==> src/rtl/serial_adder_ctrl.sv <==
// serial_adder_ctrl: bit-serial ripple adder sequencer.
// One full-adder cell, LSB first, one bit per clock.
module serial_adder_ctrl #(
  parameter int WIDTH = 8
) (
  input  logic             clk,
  input  logic             rst_n,
  input  logic             start,
  input  logic [WIDTH-1:0] a,
  input  logic [WIDTH-1:0] b,
  input  logic             cin,
  output logic             busy,
  output logic             done,
  output logic [WIDTH-1:0] sum,
  output logic             cout
);

  localparam int CW = $clog2(WIDTH);
  localparam logic [CW-1:0] LAST = CW'(WIDTH - 1);

  typedef enum logic [1:0] {
    IDLE,
    RUN,
    DONE
  } state_t;

  state_t           state;
  state_t           nxt;
  logic [WIDTH-1:0] a_sr;
  logic [WIDTH-1:0] b_sr;
  logic [WIDTH-1:0] s_sr;
  logic             carry;
  logic [CW-1:0]    cnt;
  logic             s;
  logic             c;
  logic             last;
  logic             accept;

  assign s = a_sr[0] ^ b_sr[0] ^ carry;
  assign c = (a_sr[0] & b_sr[0]) |
             (b_sr[0] & carry) |
             (a_sr[0] & carry);
  assign last   = (cnt == LAST);
  assign accept = (state == IDLE) && start;

  // State register.
  always_ff @(posedge clk or negedge rst_n) begin
    if (!rst_n) state <= IDLE;
    else        state <= nxt;
  end

  // Next-state: RUN for WIDTH bits, DONE for one cycle.
  always_comb begin
    nxt = state;
    unique case (state)
      IDLE:    if (start) nxt = RUN;
      RUN:     if (last) nxt = DONE;
      DONE:    nxt = IDLE;
      default: nxt = IDLE;
    endcase
  end

  // Operand shift, carry chain and result capture.
  always_ff @(posedge clk or negedge rst_n) begin
    if (!rst_n) begin
      a_sr  <= '0;
      b_sr  <= '0;
      s_sr  <= '0;
      carry <= 1'b0;
      cnt   <= '0;
      sum   <= '0;
      cout  <= 1'b0;
    end else if (accept) begin
      a_sr  <= a;
      b_sr  <= b;
      carry <= cin;
      cnt   <= '0;
    end else if (state == RUN) begin
      a_sr  <= a_sr >> 1;
      b_sr  <= b_sr >> 1;
      s_sr  <= {s, s_sr[WIDTH-1:1]};
      carry <= c;
      cnt   <= cnt + 1'b1;
      if (last) begin
        sum  <= {s, s_sr[WIDTH-1:1]};
        cout <= c;
      end
    end
  end

  assign busy = (state == RUN);
  assign done = (state == DONE);

endmodule

==> config.mk <==
export PLATFORM = sky130hd
export DESIGN_NAME = serial_adder_ctrl
export DESIGN_NICKNAME = d
export VERILOG_FILES = /design/src/rtl/serial_adder_ctrl.sv
export SDC_FILE = /design/constraint.sdc
export NUM_CORES = 1
export LEC_CHECK = 0
export BUFFER_PORTS_ARGS = -buffer_cell sky130_fd_sc_hd__buf_2
export CAP_MARGIN = 10
export CELL_PAD_IN_SITES_DETAIL_PLACEMENT = 1
export CELL_PAD_IN_SITES_GLOBAL_PLACEMENT = 1
export CORE_ASPECT_RATIO = 2
export CORE_MARGIN = 2
export CORE_UTILIZATION = 46
export CTS_CLUSTER_SIZE = 24
export DETAILED_ROUTE_END_ITERATION = 12
export GPL_TIMING_DRIVEN = 1
export HOLD_SLACK_MARGIN = 0.03
export PLACE_DENSITY_LB_ADDON = 0.1
export SYNTH_ARGS = -nofsm -noshare
export SYNTH_HDL_FRONTEND = slang
export SYNTH_SLANG_ARGS = --single-unit
==> constraint.sdc <==
create_clock -name clk -period 4.3 [get_ports clk]
set_clock_uncertainty 0.05 [all_clocks]
set_input_delay 0.43 -clock clk [delete_from_list [all_inputs] [get_ports clk]]
set_output_delay 0.43 -clock clk [all_outputs]
set_load 0.01 [all_outputs]
==> out/qor.yml, run 1 <==
critical_path:
  path_cells: "nand2b_4, inv_6, buf_2"
  worstSetupPathType: "flip-flop to output pin"
  worst_r2r_endpoint: "sum[3]"
  crit_path_end_kind: "output pin"
  worst-path-buf-inv: 2
  arrival_ns: 1.35
  cp_slowest_stage_delay_ns: 0.53
  path_max_fanout: 18
  slowest_stage: "dfrtp_1"
  start_kind: "flip-flop"
  r2r_cells: 4
  required_ns: 3.82
  r2r_start: "state[0]"
  r2r_slack_ns: 2.79
  critPathTopFamily: "flip-flops"
global_route:
  grtUsageMet2_pct: 28.4
  grt_use_met3_pct: 5.66
  antenna_found_initial: 0
  busiest_layer: "met2"
  grt_usage_pct: 19.1
  overflow: 0
  grt_pass1_vias: 1164
  use_met1_pct: 25.4
  grt_pass1_wl_mm: 5.53
  grt_max_degree: 39
finish:
  seq_area_um2: 951
  num_antenna_cells: 0
  multi_input_area_um2: 637
  drive_gt1_share_pct: 29.6
  area_growth_syn_to_layout_pct: 14.5
  fin_nets: 191
  fillers: 386
yosys:
  synth.net_count: 162
  synthTopCellsByCount: "dfrtp_1, nand2_1, o22ai_1, a21oi_1, mux2_4"
  synthCells: 139
  ys.flop_type: "dfrtp_1"
  synth.area.top_cells: "dfrtp_1, o22ai_1, mux2_4, nand2_1, a2bb2oi_1"
  synth_edf_count: 0
  yosysSeqAreaShare_pct: 57.0
  synth_cell_type_count: 25
  netlist.area_leader.share_pct: 57.0
  async_flop_share_pct: 100
  syn_area_per_cell_um2: 12.0
  ys_seq_elements: 38
  yosysTopAreaCell: "dfrtp_1"
  synth_most_common_cell: "dfrtp_1"
  synth.cell_area_mm2: 0.00167
  yosysWarnings: 0
clock_tree:
  htree_levels: 2
  cts_root_buf: "clkbuf_8"
  post-cts-setup-buffers: 0
  cts.sinks: 38
  ctsResizeCount: 0
  clock_latency_ns: 0.29
  hold_buffers: 0
  numCtsBuffers: 5
  cts_tree: "done"
  cts_buffer_depth: 2
  cts.clk_slew.worst_paths_ns: 0.07
floorplanning:
  die-area_mm2: 0.00416
  die_h_um: 89.2
  core.rowCount: 31
  die_x_um: 46.6
  core_region_area_mm2: 0.00353
  start_util_pct: 47.3
  ios: 31
place:
  place_hpwl_mm: 2.40
  place_congestion: 0.779
  portBuffers: 30
timing:
  hold_ws_ns: 0.183
  slew_violations: 0
  finalCritPeriodShare_pct: 42.6
  rsz0062_at_grt: "no"
  setup_viol_count_final: 0
  slew_headroom_pct: 45.2
  fin_crit_ns: 1.83
  max_freq_mhz: 546
  worst_slew_pin_slew_ns: 0.822
  tns_ns: 0
  hold_viol: 0
power_and_ir_drop:
  power.leakage_nw: 0.933
  ir_drop_mv: 0.428
  p_per_area_mw_per_mm2: 755
route:
  wl_mm: 3.40
  ant_nets: 0
  route.detailed.wl_per_inst_um: 15.6
  drtIter0Drc: 13
  drt_pass1_iterations: 3
  dr_total_vias: 1169
  routed_via_density: 5.36
  drc: 0
worst_hold_path:
  min_path_type: "primary input to asynchronous set/reset pin"
status:
  outcome: "finished clean"
flow_run:
  cap_violations: 0
## kinds of logic after synthesis
group	Yosys count	share of synthesized area [%]
multiplexers	9	8.10
AND/OR/NAND/NOR	32	9.59
buffers and inverters	12	4.87
adder cells (fa/ha/maj)	3	2.70
flip-flops	38	57.0
AO/OA/AOI/OAI	45	17.8
## placed cells by master, fill, tap and decap left out, types with 2 or more instances in the layout
master     Yosys  final
nand2b_1       2      2
o22ai_1       22     22
nor2_1         3      3
a22o_1         2      2
buf_2          4     30
nand2_1       23     23
clkbuf_8       0      6
dfrtp_1       38     38
ha_1           2      2
mux2_4         9      9
a2bb2oi_1      6      6
inv_1          3      3
a21oi_1        9      9
o21ai_0        3      3
## flip-flops by register name, summed over array words and instances, names as in the netlist
name and flops:
a_sr 8, cout 1, carry 1, b_sr 8, s_sr 7, state 2
cnt 3, sum 8
## through the flow
step	setup WS [ns]	total power, W	util (%)	cells	cell area [um2]
after floorplan	2.90	0.00107	-	139	1670
after global placement	2.79	0.00118	51.5	210	1820
after detailed placement	2.73	0.00121	51.5	210	1820
after CTS	2.45	0.00146	54.1	218	1910
after global routing	2.37	0.00156	54.1	218	1910
final	2.47	0.00144	54.1	218	1910
## final cells by class
class	instances	area share (%)
clock buffer	7	4.52
tap	49	3.21
inverter	4	1.05
clock inverter	1	0.262
timing repair buffer	30	7.86
sequential	38	49.8
multi-input combinational	89	33.3
## routing by layer
layer | part of all wire, % | routed length, um
met1 | 45 | 1520
met2 | 50 | 1700
met3 | 3.6 | 123
met4 | 1.6 | 54
met5 | 0 | 0
## worst max-delay path by stage
stage	startpoint	to	slack (ns)	depth (start not counted)
after floorplan	cnt[0]	cout	2.90	4
after global placement	state[0]	busy	2.79	3
after detailed placement	start	a_sr[1]	2.73	4
after CTS	state[1]	done	2.45	3
after global routing	state[0]	busy	2.37	3
final	state[0]	busy	2.47	3
## worst reg2reg max path, cell delays in order (launching register included)
cell,delay [ns]
dfrtp_1,0.53
nand2b_4,0.22
inv_6,0.17
nand2_8,0.11
mux2_4,0.32
## report_power, final
group / internal, W / switching (W)
combinational: 0.000274 / 0.000272
sequential: 0.000525 / 0.000123
clock: 0.000129 / 0.000119
Power figures use the tool's default switching activity.
==> run 2, diff against run 1 <==
CORE_UTILIZATION = 43   (was 46)
clock period = 1.9 ns   (was 4.3 ns; I/O delays follow)
==> run 2 against run 1 <==
Against the previous run: cell area up 1.0%; total power up 130%; clock-buffer cell count unchanged; combinational power up 130%; first-iteration DRC count up 7.7%.
==> out/qor.yml, run 2 (same netlist as run 1, synthesis figures left out) <==
timing:
  setup_ws_ns: 0.297
  hold_viol: 0
  rsz0062_at_grt: "no"
  fin_crit_ns: 1.60
  finalCritPeriodShare_pct: 84.4
  max_freq_mhz: 624
  setup_viol_count_final: 0
  slew_violations: 0
  tns_ns: 0
  worst_slew_pin_slew_ns: 0.534
  slew_headroom_pct: 64.3
finish:
  layout_common_cells: "dfrtp_1, buf_2, nand2_1"
  fillers: 418
  fin_nets: 193
  final_common_cell: "dfrtp_1"
  multi_input_area_um2: 637
  seq_area_um2: 951
  reg_top3: "a_sr (8), b_sr (8), sum (8)"
  area_growth_syn_to_layout_pct: 15.7
  num_antenna_cells: 0
  final_cells: 222
  drive_gt1_share_pct: 29.8
  postLayoutCellArea_mm2: 0.00193
power_and_ir_drop:
  switching_share_pct: 35.5
  p_sw_w: 0.00116
  p_per_area_mw_per_mm2: 1690
  pwr-share-comb_pct: 37.9
  sequentialPowerShare_pct: 44.9
  power.leakage_nw: 0.942
  ir_drop_mv: 0.745
  internal-power_w: 0.00210
  p_clk_share_pct: 17.2
critical_path:
  cp_slowest_stage_delay_ns: 0.44
  path_cells: "inv_1, nor2_1, buf_2"
  worst-path-buf-inv: 2
  critPathTopFamily: "buffers and inverters"
  crit_path_end_kind: "output pin"
  slowest_stage: "dfrtp_1"
  worstSetupPathType: "flip-flop to output pin"
  path_max_fanout: 15
  required_ns: 1.66
  start_kind: "flip-flop"
  arrival_ns: 1.36
clock_tree:
  cts.sinks: 38
  cts_root_buf: "clkbuf_8"
  post-cts-setup-buffers: 0
  cts_buffer_depth: 2
  ctsResizeCount: 0
  htree_levels: 2
  clock_latency_ns: 0.28
  numCtsBuffers: 5
  cts_tree: "done"
  hold_buffers: 1
  cts.clk_slew.worst_paths_ns: 0.07
route:
  drc: 0
  route.detailed.wl_per_inst_um: 15.8
  wl_mm: 3.51
  drtIter0Drc: 14
  routed_via_density: 5.34
  dr_total_vias: 1186
  drt_pass1_iterations: 3
  ant_nets: 0
global_route:
  antenna_found_initial: 0
  grt_pass1_wl_mm: 5.91
  overflow: 0
  grt_usage_pct: 18.3
  grt_max_degree: 39
  grt_pass1_vias: 1280
place:
  placed_cell_area_mm2: 0.00183
  place_hpwl_mm: 2.60
  portBuffers: 30
  place_congestion: 0.750
  pre_cts_ws_ns: 0.403
  placed_cells: 213
floorplanning:
  core.rowCount: 32
  ios: 31
  die-area_mm2: 0.00443
  die_x_um: 48.1
  die_h_um: 92.1
  start_util_pct: 43.9
  core_region_area_mm2: 0.00380
status:
  outcome: "finished clean"
worst_hold_path:
  min_path_type: "primary input to flip-flop"
flow_run:
  cap_violations: 0
-- run 2: changes by cell type in the layout (fill, tap and decap cells not counted) --
cell | before | now
dlygate4sd3_1 | 0 | 1
buf_4 | 0 | 1
-- run 2: final cells by class --
| cell class | count | area share (%) |
|---|---|---|
| timing repair buffer | 32 | 8.68 |
| clock buffer | 7 | 4.47 |
| inverter | 4 | 1.04 |
| clock inverter | 1 | 0.259 |
| sequential | 38 | 49.3 |
| multi-input combinational | 89 | 33.0 |
| tap | 51 | 3.31 |
-- run 2: power by group through the flow --
| stage | sequential [W] | combinational, W | clock, W |
|---|---|---|---|
| 6_report | 0.00146 | 0.00123 | 0.000561 |
| 5_1_grt | 0.00152 | 0.00140 | 0.000607 |
| 4_1_cts | 0.00147 | 0.00127 | 0.000586 |
| 3_5_place_dp | 0.00148 | 0.00126 | 0 |
| 3_3_place_gp | 0.00146 | 0.00122 | 0 |
| 2_1_floorplan | 0.00144 | 0.000990 | 0 |
-- run 2: tightest hold or removal path, delay by kind of cell --
| family | cells | cell delay, ns |
|---|---|---|
| AOI/OAI and AO/OA | 1 | 0.07 |
| buffers and inverters | 1 | 0.09 |
| and+or+nand+nor | 1 | 0.05 |
-- run 2: worst paths after layout --
kind | start | to | slack [ns] | cells past startpoint
setup / recovery | state[1] | done | 0.30 | 3
hold / removal | a[7] | a_sr[7] | 0.12 | 3
setup reg to reg | cnt[0] | sum[6] | 0.40 | 4
hold reg to reg | s_sr[2] | s_sr[1] | 0.45 | 2
max in group asynchronous | rst_n | b_sr[1] | 1.03 | 3
min in group asynchronous | rst_n | sum[0] | 0.43 | 3
-- run 2: through the flow --
step	total power [W]	util, %	hold slack (ns)
6_report	0.00326	50.8	0.116
5_1_grt	0.00353	50.8	0.111
4_1_cts	0.00332	50.8	0.108
3_5_place_dp	0.00275	48.1	0.217
3_3_place_gp	0.00268	48.1	0.216
2_1_floorplan	0.00243	-	-0.156
-- run 2: metal layers --
metal  wire length, um  track usage (%)
met1              1420             21.1
met2              1870             30.7
met3               146             5.51
met4                74             5.41
met5                 0                0
==> run 3, diff against run 2 <==
clock period = 1.5 ns   (was 1.9 ns; I/O delays follow)
==> run 3 against run 2 <==
Against the previous run: clock power grew 93%; sequential power grew 28%; register-to-register slack lost 0.33 ns; highest routed layer unchanged; combinational power grew 35%; die area is the same; hold slack lost 0.067 ns; wire length grew 11%; first-iteration DRC count is the same; clock-buffer cell count shrank 1; final cell count grew 2.3%.
==> out/qor.yml, run 3 (same netlist as run 1, synthesis figures left out) <==
status:
  outcome: "finished clean"
timing:
  rsz0062_at_grt: "no"
  slew_violations: 0
  tns_ns: 0
  fin_crit_ns: 1.43
  worst_slew_pin_slew_ns: 0.486
  slew_headroom_pct: 67.6
  setup_ws_ns: 0.0678
  hold_viol: 0
  max_freq_mhz: 698
  finalCritPeriodShare_pct: 95.5
  setup_viol_count_final: 0
worst_hold_path:
  min_from: "a[7]"
  hold_depth: 3
  hold_path_end: "a_sr[7]"
  min_path_type: "primary input to flip-flop"
global_route:
  grt_usage_pct: 21.0
  grt_max_degree: 39
  grt_pass1_wl_mm: 6.41
  grt_pass1_vias: 1375
  overflow: 0
  antenna_found_initial: 0
critical_path:
  worstSetupPathType: "flip-flop to flip-flop"
  r2r_start: "cnt[0]"
  required_ns: 1.63
  r2r_cells: 4
  start_kind: "flip-flop"
  worst_r2r_endpoint: "sum[7]"
  r2r_slack_ns: 0.07
  arrival_ns: 1.56
  crit_path_end_kind: "flip-flop"
  path_max_fanout: 10
route:
  ant_nets: 0
  route.detailed.wl_per_inst_um: 17.2
  dr_total_vias: 1232
  drtIter0Drc: 14
  drc: 0
  wl_mm: 3.89
  routed_via_density: 5.43
  drt_pass1_iterations: 4
finish:
  area_growth_syn_to_layout_pct: 21.4
  fin_nets: 198
  final_cells: 227
  drive_gt1_share_pct: 34.1
  reg_top3: "a_sr (8), b_sr (8), sum (8)"
  num_antenna_cells: 0
  final_common_cell: "dfrtp_1"
  layout_common_cells: "dfrtp_1, buf_2, nand2_1"
power_and_ir_drop:
  p_per_area_mw_per_mm2: 2280
  p_sw_w: 0.00155
  switching_share_pct: 33.6
  internal-power_w: 0.00306
  ir_drop_mv: 1.04
  power.leakage_nw: 0.984
  pwr-share-comb_pct: 36.1
  p_clk_share_pct: 23.5
  sequentialPowerShare_pct: 40.5
floorplanning:
  ios: 31
  die-area_mm2: 0.00443
  core_region_area_mm2: 0.00380
  core.rowCount: 32
  start_util_pct: 43.9
  die_h_um: 92.1
  die_x_um: 48.1
place:
  placed_cells: 217
  pre_cts_ws_ns: 0.00317
  place_congestion: 0.728
  portBuffers: 30
  place_hpwl_mm: 2.79
flow_run:
  cap_violations: 0
clock_tree:
  cts.sinks: 38
  htree_levels: 2
  cts_buffer_depth: 2
  cts_tree: "done"
  cts_root_buf: "clkbuf_8"
  clock_latency_ns: 0.30
  cts.clk_slew.worst_paths_ns: 0.08
  numCtsBuffers: 5
-- run 3: area by class of cell --
class                           count  area, um2
Clock inverter                      2       60.1
Sequential cell                    38        952
Tap cell                           51       63.8
Inverter                            4       23.8
Timing Repair Buffer               37        205
Multi-Input combinational cell     89        639
Fill cell                         425       1780
Clock buffer                        6       82.6
-- run 3: worst max path at each step --
| stage | endpoint | cells past startpoint | slack (ns) | start |
|---|---|---|---|---|
| 2_1_floorplan | cout | 4 | 0.1 | cnt[0] |
| 3_3_place_gp | sum[6] | 4 | 0.06 | cnt[0] |
| 3_5_place_dp | sum[6] | 4 | 0.003 | cnt[0] |
| 4_1_cts | busy | 3 | 0.04 | state[1] |
| 5_1_grt | busy | 3 | 0.03 | state[0] |
| 6_report | sum[7] | 4 | 0.07 | cnt[0] |
-- run 3: power by group through the flow --
stage	logic, W	registers, W	clock network [W]
floorplan	0.00125	0.00182	0
global placement	0.00157	0.00185	0
detailed placement	0.00167	0.00189	0
CTS	0.00170	0.00187	0.00110
global route	0.00187	0.00193	0.00115
finish	0.00166	0.00187	0.00108
-- run 3: layer usage --
layer	share of wire, %	global-route usage (%)	routed length [um]	vias to the layer above
met2	58	35.3	2240	25
met5	0	0	0	-
met4	2.4	9.46	93	0
met3	3.1	5.31	121	6
li1	-	-	-	574
met1	37	22.9	1440	627
-- run 3: through the flow --
stage          power, W  area [um2]  hold slack [ns]  util [%]
2_1_floorplan   0.00307        1670           -0.196         -
3_3_place_gp    0.00343        1860            0.170      48.9
3_5_place_dp    0.00356        1860            0.184      48.9
4_1_cts         0.00468        2030           0.0487      53.3
5_1_grt         0.00495        2030           0.0504      53.3
6_report        0.00462        2030           0.0484      53.3
-- run 3: worst max-delay path: stages (launching register included) --
cell and delay, ns:
dfrtp_1 0.40, ha_1 0.21, ha_2 0.21, nand2_8 0.12
mux2_4 0.32
-- run 3: repair_timing --
item,4_1_cts,5_1_grt
cloned,0,0
setup endpoints to repair,8,1
gates resized for setup,2,1
hold buffers,1,0
buffers inserted,1,0
endpoints found under the hold margin,38,0
